### config.mk
export PLATFORM = sky130hd
export DESIGN_NAME = fifo_wr_arbiter
export DESIGN_NICKNAME = d
export VERILOG_FILES = /design/src/rtl/fifo_arb_pkg.sv /design/src/rtl/fifo_wr_arbiter_rr_picker.sv /design/src/rtl/fifo_wr_arbiter.sv
export SDC_FILE = /design/constraint.sdc
export NUM_CORES = 1
export LEC_CHECK = 0
export ABC_CLOCK_PERIOD_IN_PS = 1450
export BUFFER_PORTS_ARGS = -buffer_cell sky130_fd_sc_hd__buf_4
export CAP_MARGIN = 20
export CORE_MARGIN = 2
export CORE_UTILIZATION = 36
export CTS_BUF_LIST = sky130_fd_sc_hd__clkbuf_4 sky130_fd_sc_hd__clkbuf_8
export CTS_CLUSTER_SIZE = 8
export DETAILED_ROUTE_END_ITERATION = 10
export PLACE_DENSITY = 0.79
export SETUP_SLACK_MARGIN = 0.02
export SLEW_MARGIN = 20
export SYNTH_ARGS = -nofsm -noshare
export SYNTH_HDL_FRONTEND = slang
export SYNTH_HIERARCHICAL = 1
export SYNTH_SLANG_ARGS = --single-unit
### constraint.sdc
create_clock -name clk -period 1.45 [get_ports clk]
set_clock_uncertainty 0.1 [all_clocks]
set_input_delay 0.145 -clock clk [delete_from_list [all_inputs] [get_ports clk]]
set_output_delay 0.145 -clock clk [all_outputs]
set_load 0.01 [all_outputs]
### src/rtl/fifo_arb_pkg.sv
// Shared types and limits for the FIFO write arbiter.
package fifo_arb_pkg;

    typedef enum logic {
        ARB  = 1'b0,
        XFER = 1'b1
    } arb_state_e;

    localparam int MAX_NUM_REQ = 16;

endpackage

### src/rtl/fifo_wr_arbiter_rr_picker.sv
// Combinational rotate-priority encoder: first valid index after last_i, wrapping.
module rr_picker #(
    parameter int N = 4,
    parameter int W = (N > 1) ? $clog2(N) : 1
) (
    input  logic [N-1:0] valid_i,
    input  logic [W-1:0] last_i,
    output logic [W-1:0] winner_o,
    output logic         any_o
);

    // cand[k] is the requester checked at priority position k (0 = highest)
    logic [W-1:0] cand [N];
    logic [N-1:0] rot_valid;

    genvar gi;
    generate
        for (gi = 0; gi < N; gi++) begin : g_rot
            assign cand[gi]      = W'((int'(last_i) + gi + 1) % N);
            assign rot_valid[gi] = valid_i[cand[gi]];
        end
    endgenerate

    always_comb begin
        winner_o = '0;
        any_o    = 1'b0;
        for (int k = N - 1; k >= 0; k--) begin
            if (rot_valid[k]) begin
                winner_o = cand[k];
                any_o    = 1'b1;
            end
        end
    end

endmodule

### src/rtl/fifo_wr_arbiter.sv
// Round-robin arbiter muxing NUM_REQ requesters onto one FIFO write port.
// Define FIFO_WR_ARBITER_BURST_EN to let a requester hold the grant via req_lock.
module fifo_wr_arbiter
    import fifo_arb_pkg::*;
#(
    parameter int DATA_WIDTH = 8,
    parameter int NUM_REQ    = 4,
    parameter int MAX_BURST  = 16
) (
    input  logic                          clk,
    input  logic                          rst,
    input  logic [NUM_REQ-1:0]            req_valid,
    input  logic [NUM_REQ*DATA_WIDTH-1:0] req_data,
    input  logic [NUM_REQ-1:0]            req_lock,
    output logic [NUM_REQ-1:0]            req_ready,
    output logic [DATA_WIDTH-1:0]         fifo_wdata,
    output logic                          fifo_wr,
    input  logic                          fifo_full,
    output logic [$clog2(NUM_REQ)-1:0]    grant_id,
    output logic                          busy
);

    localparam int GW = $clog2(NUM_REQ);

    arb_state_e      state_q, state_d;
    logic [GW-1:0]   grant_q, grant_d;
    logic [GW-1:0]   last_q, last_d;
    logic [GW-1:0]   pick_idx;
    logic            pick_any;
    logic [DATA_WIDTH-1:0] word [NUM_REQ];

    genvar gi;
    generate
        for (gi = 0; gi < NUM_REQ; gi++) begin : g_word
            assign word[gi] = req_data[gi*DATA_WIDTH +: DATA_WIDTH];
        end
    endgenerate

    rr_picker #(
        .N (NUM_REQ),
        .W (GW)
    ) u_picker (
        .valid_i  (req_valid),
        .last_i   (last_q),
        .winner_o (pick_idx),
        .any_o    (pick_any)
    );

`ifdef FIFO_WR_ARBITER_BURST_EN
    localparam int BW = $clog2(MAX_BURST + 1);
    logic [BW-1:0] beat_q, beat_d;
`else
    logic unused_lock;
    assign unused_lock = ^req_lock;
`endif

    always_comb begin
        state_d    = state_q;
        grant_d    = grant_q;
        last_d     = last_q;
`ifdef FIFO_WR_ARBITER_BURST_EN
        beat_d     = beat_q;
`endif
        req_ready  = '0;
        fifo_wr    = 1'b0;
        fifo_wdata = '0;
        case (state_q)
            ARB: begin
                if (pick_any) begin
                    grant_d = pick_idx;
                    state_d = XFER;
`ifdef FIFO_WR_ARBITER_BURST_EN
                    beat_d  = '0;
`endif
                end
            end
            XFER: begin
                req_ready[grant_q] = ~fifo_full;
                fifo_wr            = req_valid[grant_q] & ~fifo_full;
                if (fifo_wr) begin
                    fifo_wdata = word[grant_q];
                end
                if (!req_valid[grant_q]) begin
                    state_d = ARB;
                    last_d  = grant_q;
                end else if (!fifo_full) begin
`ifdef FIFO_WR_ARBITER_BURST_EN
                    // the beat just taken counts toward the MAX_BURST limit
                    if (req_lock[grant_q] && (int'(beat_q) + 1 < MAX_BURST)) begin
                        beat_d = beat_q + BW'(1);
                    end else begin
                        beat_d  = '0;
                        state_d = ARB;
                        last_d  = grant_q;
                    end
`else
                    state_d = ARB;
                    last_d  = grant_q;
`endif
                end
            end
            default: state_d = ARB;
        endcase
        if (rst) begin
            req_ready  = '0;
            fifo_wr    = 1'b0;
            fifo_wdata = '0;
        end
    end

    always_ff @(posedge clk) begin
        if (rst) begin
            state_q <= ARB;
            grant_q <= '0;
            last_q  <= GW'(NUM_REQ - 1);
        end else begin
            state_q <= state_d;
            grant_q <= grant_d;
            last_q  <= last_d;
        end
    end

`ifdef FIFO_WR_ARBITER_BURST_EN
    always_ff @(posedge clk) begin
        if (rst) begin
            beat_q <= '0;
        end else begin
            beat_q <= beat_d;
        end
    end
`endif

    assign grant_id = grant_q;
    assign busy     = (state_q == XFER) & ~rst;

endmodule

# Word level (Yosys, flattened, before mapping)
# Cells that the tools add are included.
[totals]
ff_bits = 5
latchBits = 0
ram_bits = 0
mem_bits_ro = 0
elab_cells = 63
mem_count = 0
[classes]
addsub = 6
mul = 0
div = 0
order_cmp = 7
eq_ne = 1
shifts = 0
n_mux = 36
bitwise = 7
n_reduce_logical = 3
[ops]
columns = ["cell", "n"]
rows = [
  ["two-way mux 8 bit", 5],
  ["binary-select mux 8 bit (select 2 bit)", 1],
  ["< comparator 2 x 3 -> 1 bit (second input constant)", 5],
  ["two-way mux 1 bit", 15],
  ["two-way mux 2 bit", 6],
  ["adder 2 bit (second input constant)", 5],
  ["binary-select mux 1 bit (select 2 bit)", 5],
  ["two-way mux 4 bit", 2],
  ["bitwise AND 4 bit", 1],
  ["AND reduction 2 bit", 2],
  [">= comparator 3 bit (second input constant)", 1],
  ["inverter 1 bit", 3],
  ["inverter 2 -> 3 bit", 1],
  ["adder 2 x 1 -> 2 bit (second input constant)", 1],
  ["bitwise AND 1 bit", 2],
  ["demux 1 bit (select 2 bit)", 1],
  [">= comparator 2 x 1 -> 1 bit (second input constant)", 1],
  ["!= test 2 bit (second input constant)", 1],
  ["one-hot mux 1 bit (2 select lines)", 1],
  ["logical AND 1 bit", 1],
]

# Logic depth before layout (Yosys ltp)
# Gate-level depths: netlist of the first run.
[logic_depth]
depth_word = 10
ltp_mapped = 5
ltp_nobuf = 5

# By module
# Netlist of the first run, hierarchy kept.
[by_module_without_submodules]
columns = ["mod", "instances", "cells_per_inst", "area_per_inst_um2"]
rows = [
  ["fifo_wr_arbiter", 1, 58, 624.3],
  ["rr_picker", 1, 14, 83.8],
]

# Worst setup path before layout of the first run
# No wires, ideal clock.
[synth_timing]
path_type = "register -> output"
startpoint = "reg grant_q[0], in the netlist grant_id[0]"
endpoint = "out fifo_wdata[0]"
t_arrival_ns = 1.311
slack_ns = -0.106
stages_incl_launch_ff = 4
n_path_buf = 1
cell_sequence = "dfxtp_1 buf_6 mux4_2 and3_1"
[synth_via]
elab_chain_cells = 7
word_cells_on_any_way = 10
[synth_lines]
columns = ["element", "line_no", "text"]
rows = [
  ["start: declaration", "fifo_wr_arbiter.sv:26", "logic [GW-1:0] grant_q, grant_d;"],
  ["start signal: assignment", "fifo_wr_arbiter.sv:118", "grant_q <= grant_d;"],
  ["inverter 2 -> 3 bit (not written as such)", "fifo_wr_arbiter.sv:81", "fifo_wdata = word[grant_q];"],
  ["binary-select mux 8 bit (select 2 bit)", "fifo_wr_arbiter.sv:81", ""],
  ["two-way mux 8 bit (not written as such) (2 in a row)", "fifo_wr_arbiter.sv:81", ""],
  ["two-way mux 8 bit *", "fifo_wr_arbiter.sv:80", "if (fifo_wr) begin"],
  ["two-way mux 8 bit *", "fifo_wr_arbiter.sv:67", "case (state_q)"],
  ["two-way mux 8 bit *", "fifo_wr_arbiter.sv:104", "if (rst) begin"],
  ["end: declaration", "fifo_wr_arbiter.sv:16", "output logic [DATA_WIDTH-1:0] fifo_wdata,"],
]
# Every way passes the cells marked *; elsewhere a longest branch is shown, timed or not. The select of a mux whose other input is x is not followed.

# Final worst setup path of the first run
[layout_timing]
startpoint = "reg grant_q[0], in the netlist grant_id[0]"
endpoint = "out fifo_wdata[5]"
# Same word-level chain as after synthesis.

==> results of run 1 <==
[final cells by class]
| class | count | area [um2] |
|---|---|---|
| multi-input combinational | 59 | 656.9 |
| timing repair buffer | 74 | 609.3 |
| fill | 125 | 447.9 |
| sequential | 5 | 108.9 |
| tap | 27 | 33.78 |
| clock buffer | 4 | 30.03 |
| inverter | 4 | 15.01 |
[cell families (layout without fill, tap and decap cells)]
kind of cell,count (synthesis),in the layout,share of synthesized area [%]
AO/OA/AOI/OAI,12,12,13.96
AND/OR/NAND/NOR,33,33,26.68
flip-flops,5,5,14.13
multiplexers,13,14,38.52
buffers and inverters,9,82,6.713
[synthesized netlist by cell type]
library cell and n:
mux4_2 1, nand2_1 6, buf_2 2, buf_4 1
o311ai_1 1, dfxtp_1 5, mux2i_1 4, and2b_4 1
nor2b_1 3, o221ai_1 1, nor3b_1 1, nor3b_2 1
and3b_1 1, nand2b_1 3, nor2_1 7, nand3b_1 1
o21ai_2 1, o22ai_1 1, inv_1 4, clkbuf_1 1
o211a_1 2, buf_6 1, o2111a_1 1, mux4_1 8
a21o_1 1, and3_1 9, o21ai_0 2, a211o_1 2
[worst max-delay path by stage]
stage / start / endpoint
2_1_floorplan: grant_id[0] / fifo_wdata[0]
3_3_place_gp: grant_id[0] / fifo_wdata[1]
3_5_place_dp: grant_id[0] / fifo_wdata[4]
4_1_cts: grant_id[0] / fifo_wdata[4]
5_1_grt: grant_id[0] / fifo_wdata[5]
6_report: grant_id[0] / fifo_wdata[5]
[metrics by stage]
stage / setup TNS, ns / cells / instance area (um2) / hold WS [ns]
after floorplan: -0.5767 / 72 / 752.0 / 0.1100
after global placement: -1.987 / 162 / 1261 / 0.2588
after detailed placement: -2.264 / 162 / 1261 / 0.2582
after CTS: -3.442 / 171 / 1406 / 0.01196
after global routing: -5.232 / 173 / 1454 / 0.008562
final: -4.653 / 173 / 1454 / 0.005795
[layout by cell type (no fill, tap or decap), drive strengths merged]
| master | n |
|---|---|
| a211o | 2 |
| a21o | 1 |
| and2b | 1 |
| and3 | 9 |
| and3b | 1 |
| buf | 74 |
| clkbuf | 4 |
| dfxtp | 5 |
| inv | 4 |
| mux2i | 4 |
| mux4 | 10 |
| nand2 | 6 |
| nand2b | 3 |
| nand3b | 1 |
| nor2 | 7 |
| nor2b | 3 |
| nor3b | 2 |
| o2111a | 1 |
| o211a | 2 |
| o21ai | 3 |
| o221ai | 1 |
| o22ai | 1 |
| o311ai | 1 |
[worst register-to-register path, cell delays in order, from the launching register on]
cell	delay (ns)
dfxtp_4	0.36
buf_4	0.16
buf_4	0.14
buf_4	0.15
nand3b_1	0.18
o2111a_1	0.14
a211o_1	0.27
[power by group]
group	internal (W)	total, W	switching, W	leakage, nW
clock	0.000124	0.000195	0.0000718	0.0184
sequential	0.000155	0.000174	0.0000194	0.0430
combinational	0.000285	0.000478	0.000193	0.640
[state kept, by name, summed over array words and instances, names as in the netlist]
name,count
last_q,2
grant_id,2
state_q,1
[metal layers]
layer / GRT usage [%] / part of all wire (%)
met3: 8.025 / 11
met4: 2.857 / 0.44
met1: 36.00 / 38
met2: 47.69 / 50
met5: 0 / 0
[timing repair]
action	CTS	global route
hold buffers	0	0
cloned	2	0
setup endpoints to repair	14	16
gates resized for setup	20	14
setup buffers	3	2
pin swaps	0	8
==> results by group, run 1 <==
Outcome
  • Outcome: complete, but fails checks
  • Failing checks: setup timing

Clock network
  • CTS tree: done
  • Max clock buf depth: 2
  • H-tree depth: 1
  • Register clock-pin slew on the reported worst setup and hold paths: about 0.060 ns
  • Sink Count: 5
  • Root buffer cell: clkbuf_4
  • CTS Buf Count: 3
  • Clock Latency Late Sink: roughly 0.26 ns

Setup path
  • Top Family by Delay on Critical Path: multiplexers
  • WS Path Type: register to output port
  • Worst Setup Start Kind: register
  • Cell Chain, Critical Path: buf_12, mux4_2, and3_4, buf_6
  • CP Max Fanout: 5
  • Worst EP arrival: 1.65 ns
  • Worst Reg-to-Reg Cells: 6
  • CP max stage delay: 0.57 ns
  • Worst path depth: 4
  • CP endpoint kind: output port
  • WP data required: between 1 and 1.5 ns
  • FF-to-FF Start: grant_id[0]
  • RR Endpoint: last_q[1]
  • Flop-to-flop setup slack: -0.16 ns
  • Slowest stage cell, crit path: mux4_2
  • CP bufs+invs: 2

Pwr
  • Pwr Density: about 600 nW/um2
  • Max VDD drop: about 0.64 mV
  • Total power: roughly 0.00085 W
  • LEAKAGE: between 0.7 and 0.8 nW

Global route
  • Antenna violations before repair: 0
  • Global-route wire length before repair: 4.864 mm
  • Total grt overflow: 0
  • Global-route usage over all layers: between 20% and 30%
  • Largest net degree at the start of global routing: 12
  • Vias in the first global route: about 950

Place
  • Pre-CTS setup slack: -0.2657 ns
  • Final GP Congestion: 0.8439
  • Port bufs: 54
  • Detailed-placement wirelength estimate: about 1.9 mm

Logic synthesis
  • Syn_area_per_cell: between 9 and 10 um2
  • Syn Inst Count: 72
  • Sequential share of the synthesized area: 14.13%
  • Count of cell types in the netlist: 28
  • Synth area leaders: mux4_1, dfxtp_1, and3_1, mux2i_1, nor2_1
  • Syn_nets: about 120
  • Yosys top cell by area: mux4_1
  • Yosys warns: 6
  • Post-Syn Area: around 700 um2
  • Seq cells post-synth: 5
  • Yosys top cell area share: approximately 30%

Routing
  • DRT Pass-1 Iters: 4
  • Total number of vias: a little over 1k
  • Vias per cell: about 5.9
  • Wire per inst: 19.88 um
  • DRC: 0
  • Final ANT Viol Nets: 0
  • DRT iter0 DRCs: 29
  • Post-Route WL: 3.439 mm

STA
  • Max-slew violations: 0
  • Relative slew margins: about four fifths
  • Min Clock Period, post-route: 1.899 ns
  • Achievable clock frequency: 526.5 MHz
  • Final setup viols: 16
  • Worst Tran Pin Value: around 0.3 ns
  • Final Hold Fails: 0
  • Unrepaired setup endpoints after global routing: true
  • Period utilisation layout: 131.0%
  • Worst setup margin: -0.4493 ns

Run
  • Max cap viols: 0

Min path
  • Hold Startpoint: rst
  • WHS Path Cells: 2
  • Hold Path End: grant_id[1]
  • Hold/Removal Path Class: input pin to register

Floorplanning
  • Standard-cell rows: 16
  • Die W: just under 50 um
  • Num ports: slightly below 60
  • Core area: ~1900 um2
  • Die extent in y: roughly 48 um
  • Starting density of the core: a little under two fifths
  • Die area: between 2000 and 2500 um2

Final layout
  • Post-route core utilization: around 76%
  • ANT cells: 0
  • P&R area growth vs syn: 105.3%
  • Ratio of cells with drive above 1 in the final layout: approximately 73%
  • Post-layout net count: between 150 and 200
(Power assumes the default switching activity.)
==> run 2, diff against run 1 <==
Settings changed: PLACE_DENSITY 0.79 to 0.76.
==> run 2 against run 1 <==
  * The run still ends with setup timing left
  * Register-to-register slack gained 0.14 ns
  * Sequential cell count unchanged
  * Fmax grew 1.9%
  * Critical endpoint is now fifo_wdata[6]
  * Hold slack better by 0.017 ns
  * First-iteration DRC count up 41%
  * Final cell count down 3.5%
  * Wire length is 22% lower
  * Worst setup slack better by 0.035 ns
  * Non-clock buffer count is 6 lower
  * Critical path type unchanged
  * Sequential power increased by 6%
  * Clock-buffer cell count is the same
==> results by group, run 2 (synthesized netlist as in run 1, its figures left out) <==
STA
  • Worst setup margin: -0.4146 ns
  • Worst Hold Slack: roughly 0.022 ns
  • Period utilisation layout: 128.6%
  • Relative slew margins: about four fifths
  • Max-slew violations: 0
  • Unrepaired setup endpoints after global routing: true
  • Worst Tran Pin Value: approximately 0.27 ns
  • Setup TNS: -3.497 ns
  • Final Hold Fails: 0
  • Min Clock Period, post-route: 1.865 ns
  • Achievable clock frequency: roughly 540 MHz
  • Final setup viols: 12

Global route
  • Total grt overflow: 0
  • Vias in the first global route: approximately 860
  • Global-route wire length before repair: 4.022 mm
  • Global-route usage over all layers: ~22%
  • Largest net degree at the start of global routing: 12
  • Antenna violations before repair: 0

Setup path
  • Cell Chain, Critical Path: mux4_1, and3_4, buf_6
  • Worst EP arrival: 1.62 ns
  • RR Endpoint: last_q[1]
  • WP data required: roughly 1.2 ns
  • Worst Setup Start Kind: register
  • Slowest stage cell, crit path: mux4_1
  • Worst Reg-to-Reg Cells: 4
  • Top Family by Delay on Critical Path: multiplexers
  • Flop-to-flop setup slack: -0.02 ns
  • CP bufs+invs: 1
  • CP Max Fanout: 11
  • WS Path Type: register to output port
  • FF-to-FF Start: grant_id[1]
  • Worst path depth: 3
  • CP max stage delay: ~0.6 ns
  • CP endpoint kind: output port

Pwr
  • Max VDD drop: between 0.5 and 0.6 mV
  • LEAKAGE: 0.6767 nW
  • Pwr Density: 546.9 nW/um2
  • Total power: 0.0007554 W

Clock network
  • Root buffer cell: clkbuf_4
  • CTS hold repair buffers: 0
  • Max clock buf depth: 2
  • CTS Buf Count: 3
  • Clock Latency Late Sink: roughly 0.24 ns
  • H-tree depth: 1
  • Sink Count: 5
  • CTS tree: done
  • Register clock-pin slew on the reported worst setup and hold paths: 0.04 ns

Outcome
  • Failing checks: setup timing
  • Outcome: complete, but fails checks

Final layout
  • ANT cells: 0
  • Most common cell after layout, fill and taps aside: buf_4
  • Post-layout net count: 184
  • P&R area growth vs syn: 95.05%
  • Fin area: roughly 1400 um2
  • Post-route core utilization: a little over 70%
  • Most frequent cells in the layout: buf_4, buf_6, mux4_1, and3_4, nor2_1
  • Ratio of cells with drive above 1 in the final layout: between 60 and 70%

Place
  • Placed standard-cell area: 1246 um2
  • Final GP Congestion: roughly 0.87
  • Detailed-placement wirelength estimate: between 1.5 and 2 mm
  • Port bufs: 54

Routing
  • DRC: 0
  • DRT Pass-1 Iters: 4
  • Total number of vias: between 900 and 1k
  • Post-Route WL: around 2.7 mm
  • Vias per cell: about 5.5
  • DRT iter0 DRCs: between 40 and 50
  • Wire per inst: roughly 16 um
  • Final ANT Viol Nets: 0

Floorplanning
  • Starting density of the core: a little under two fifths
  • Die W: ~48 um
  • Die extent in y: a little under 50 um
  • Core area: 1902 um2
  • Die area: between 2000 and 2500 um2
  • Num ports: just under 60
  • Standard-cell rows: 16

Min path
  • Hold Path End: grant_id[1]
  • Hold Startpoint: rst
  • Hold/Removal Path Class: input pin to register
  • WHS Path Cells: 2

Run
  • Max cap viols: 0
## run 2: cell types whose count changed in the layout (fill, tap and decap cells not counted)
cell and delta:
buf_4 -5, mux4_1 +4, mux4_2 -4, nand2_1 +2, nand2_2 -2, buf_12 -1, inv_1 +1, inv_2 -1
nand2b_1 +1, nand2b_4 -1, o221ai_1 +1, o221ai_4 -1
## run 2: power breakdown
| part | switching, W | leakage (nW) | internal, W |
|---|---|---|---|
| logic | 0.000148 | 0.615 | 0.000246 |
| clock network | 0.0000554 | 0.0184 | 0.000123 |
| registers | 0.0000282 | 0.0430 | 0.000155 |
## run 2: per-stage QoR
| stage | std cells | worst slack (ns) |
|---|---|---|
| after global placement | 160 | -0.2176 |
| after floorplan | 72 | -0.07022 |
| after global routing | 167 | -0.4632 |
| after detailed placement | 160 | -0.2589 |
| after CTS | 166 | -0.4096 |
| final | 167 | -0.4146 |
## run 2: timing repair
action,in CTS,in global routing
pin swaps,0,1
cloned,1,0
gates resized for setup,14,6
endpoints found under the setup margin,16,16
buffers inserted,1,1
## run 2: how the worst max path moves through the flow
| stage | endpoint | slack, ns | start |
|---|---|---|---|
| floorplan | fifo_wdata[0] | -0.07 | grant_id[0] |
| detailed placement | fifo_wdata[1] | -0.26 | grant_id[0] |
| global route | fifo_wdata[6] | -0.46 | grant_id[0] |
| CTS | fifo_wdata[1] | -0.41 | grant_id[0] |
| finish | fifo_wdata[6] | -0.41 | grant_id[0] |
| global placement | fifo_wdata[0] | -0.22 | grant_id[0] |
## run 2: final cells by class
class                           instances  area, um2
Multi-Input combinational cell         59      641.9
Clock buffer                            4      30.03
Timing Repair Buffer                   68      551.8
Tap cell                               27      33.78
Fill cell                             126      520.5
Inverter                                4      15.01
Sequential cell                         5      108.9
## run 2: metal layers
metal / track usage [%] / part of all wire [%]
met4: 2.857 / 0.93
met3: 5.247 / 9.7
met2: 36.57 / 49
met1: 29.42 / 41
met5: 0 / 0
==> run 3, diff against run 2 <==
Settings changed: ABC_CLOCK_PERIOD_IN_PS 1450 to 2000, CORE_UTILIZATION 36 to 39, CTS_BUF_LIST sky130_fd_sc_hd__clkbuf_4 sky130_fd_sc_hd__clkbuf_8 to sky130_fd_sc_hd__clkbuf_8, PLACE_DENSITY 0.76 to 0.78.
Clock period 1.45 ns to 2 ns, I/O delays scaled along.
==> run 3 against run 2 <==
  * The flow now finishes without violations
  * Clock power is essentially flat
  * Combinational power shrank 41%
  * Hold slack gained 0.069 ns
  * Sequential share of layout area grew 0.59 points
  * Worst setup slack gained 0.50 ns
  * Via count shrank 13%
  * Wire length shrank 24%
  * Power shrank 29%
  * Critical path depth grew 1
  * Die area shrank 7.1%
  * Sequential power shrank 29%
  * Critical endpoint unchanged
==> results by group, run 3 (synthesized netlist as in run 1, its figures left out) <==
Outcome
  • Outcome: completed

Global route
  • Vias in the first global route: between 600 and 700
  • Largest net degree at the start of global routing: 14
  • Total grt overflow: 0
  • Global-route wire length before repair: approximately 3.0 mm
  • Global-route usage over all layers: between 10% and 20%
  • Antenna violations before repair: 0

Routing
  • Vias per cell: approximately 5
  • Wire per inst: roughly 13 um
  • Top layer reached by signal wires: met4
  • Metal2 WL: roughly 940 um
  • Wire length on met3: between 200 and 300 um
  • Metal-1 WL: 827 um
  • DRC: 0
  • Post-Route WL: 2.050 mm
  • Total number of vias: 798
  • Final ANT Viol Nets: 0
  • DRT iter0 DRCs: 12
  • DRT Pass-1 Iters: 4

Pwr
  • LEAKAGE: 0.6319 nW
  • Pwr Density: ~450 nW/um2
  • Max VDD drop: 0.5617 mV
  • Total power: 0.0005382 W

Clock network
  • Register clock-pin slew on the reported worst setup and hold paths: about 0.03 ns
  • Max clock buf depth: 2
  • H-tree depth: 1
  • Sink Count: 5
  • CTS tree: done
  • CTS Buf Count: 3
  • CTS hold repair buffers: 0
  • Root buffer cell: clkbuf_8
  • Clock Latency Late Sink: about 0.22 ns

STA
  • Min Clock Period, post-route: between 1.5 and 2 ns
  • Max-slew violations: 0
  • Unrepaired setup endpoints after global routing: false
  • Final setup viols: 0
  • Relative slew margins: around 80%
  • Final Hold Fails: 0
  • Achievable clock frequency: around 520 MHz
  • Setup TNS: 0 ns
  • Period utilisation layout: around 96%
  • Worst Tran Pin Value: 0.3057 ns

Floorplanning
  • Core area: roughly 1700 um2
  • Die area: around 2200 um2
  • Standard-cell rows: 15
  • Die W: around 47 um
  • Starting density of the core: 41.47%
  • Die extent in y: between 40 and 50 um
  • Num ports: 59

Final layout
  • Most common cell after layout, fill and taps aside: buf_4
  • Post-route core utilization: between 70% and 80%
  • Ratio of cells with drive above 1 in the final layout: between 50 and 60%
  • ANT cells: 0
  • Most frequent cells in the layout: buf_4, and3_1, mux4_1
  • P&R area growth vs syn: 68.91%
  • Post-layout net count: approximately 170

Place
  • Final GP Congestion: ~0.83
  • Detailed-placement wirelength estimate: about 1.7 mm
  • Port bufs: 54

Setup path
  • CP Max Fanout: 5
  • Worst Setup Start Kind: register
  • WS Path Type: register to output port
  • WP data required: around 1.7 ns
  • Slowest stage cell, crit path: mux4_1
  • Cell Chain, Critical Path: buf_4, mux4_1, and3_1, buf_4
  • CP max stage delay: around 0.54 ns
  • Worst EP arrival: 1.62 ns
  • CP most frequent cell: buf_4
  • CP endpoint kind: output port

Run
  • Max cap viols: 0

Min path
  • Hold/Removal Path Class: input pin to register
==> run 3: final timing paths <==
path / from / endpoint / slack [ns] / depth (start not counted)
setup / recovery: grant_id[0] / fifo_wdata[6] / 0.08 / 4
hold / removal: rst / grant_id[0] / 0.09 / 2
setup reg to reg: grant_id[1] / last_q[1] / 0.50 / 3
hold reg to reg: last_q[0] / last_q[0] / 0.45 / 1
==> run 3: layout make-up <==
| class | count | area (um2) |
|---|---|---|
| Clock buffer | 3 | 41.29 |
| Inverter | 4 | 15.01 |
| Clock inverter | 1 | 3.754 |
| Tap cell | 25 | 31.28 |
| Multi-Input combinational cell | 58 | 560.5 |
| Timing Repair Buffer | 59 | 442.9 |
| Sequential cell | 5 | 101.3 |
| Fill cell | 134 | 511.7 |
==> run 3: through the flow <==
step / hold WS (ns) / instance area [um2] / std cells / setup slack [ns]
global placement: 0.3234 / 1150 / 151 / 0.2732
detailed placement: 0.3227 / 1150 / 151 / 0.2317
floorplan: 0.1724 / 708.2 / 72 / 0.3892
CTS: 0.09020 / 1196 / 155 / 0.07026
global route: 0.08932 / 1196 / 155 / 0.02209
finish: 0.09135 / 1196 / 155 / 0.08315
==> run 3: layer usage <==
layer | vias to the layer above | global-route usage (%)
li1 | 398 | -
met1 | 353 | 23.46
met2 | 45 | 33.89
met3 | 2 | 4.706
met4 | 0 | 6.667
met5 | - | 0
==> run 3: what timing repair did <==
action | CTS | global route
resized for setup | 1 | 0
setup endpoints to repair | 2 | 0
setup buffers | 0 | 0
==> run 3: worst max-delay path: cells and delay by family (launching register included) <==
family	cells	cell delay [ns]
multiplexers	1	0.54
buffers and inverters	2	0.30
AND/OR/NAND/NOR	1	0.20
flip-flops	1	0.35
==> run 3: power breakdown <==
part	total (W)	switching (W)	internal (W)	leakage (nW)
Sequential	0.000130	0.0000178	0.000112	0.0418
Clock	0.000177	0.0000457	0.000131	0.0269
Combinational	0.000231	0.0000846	0.000146	0.563
Total	0.000538	0.000148	0.000390	0.632
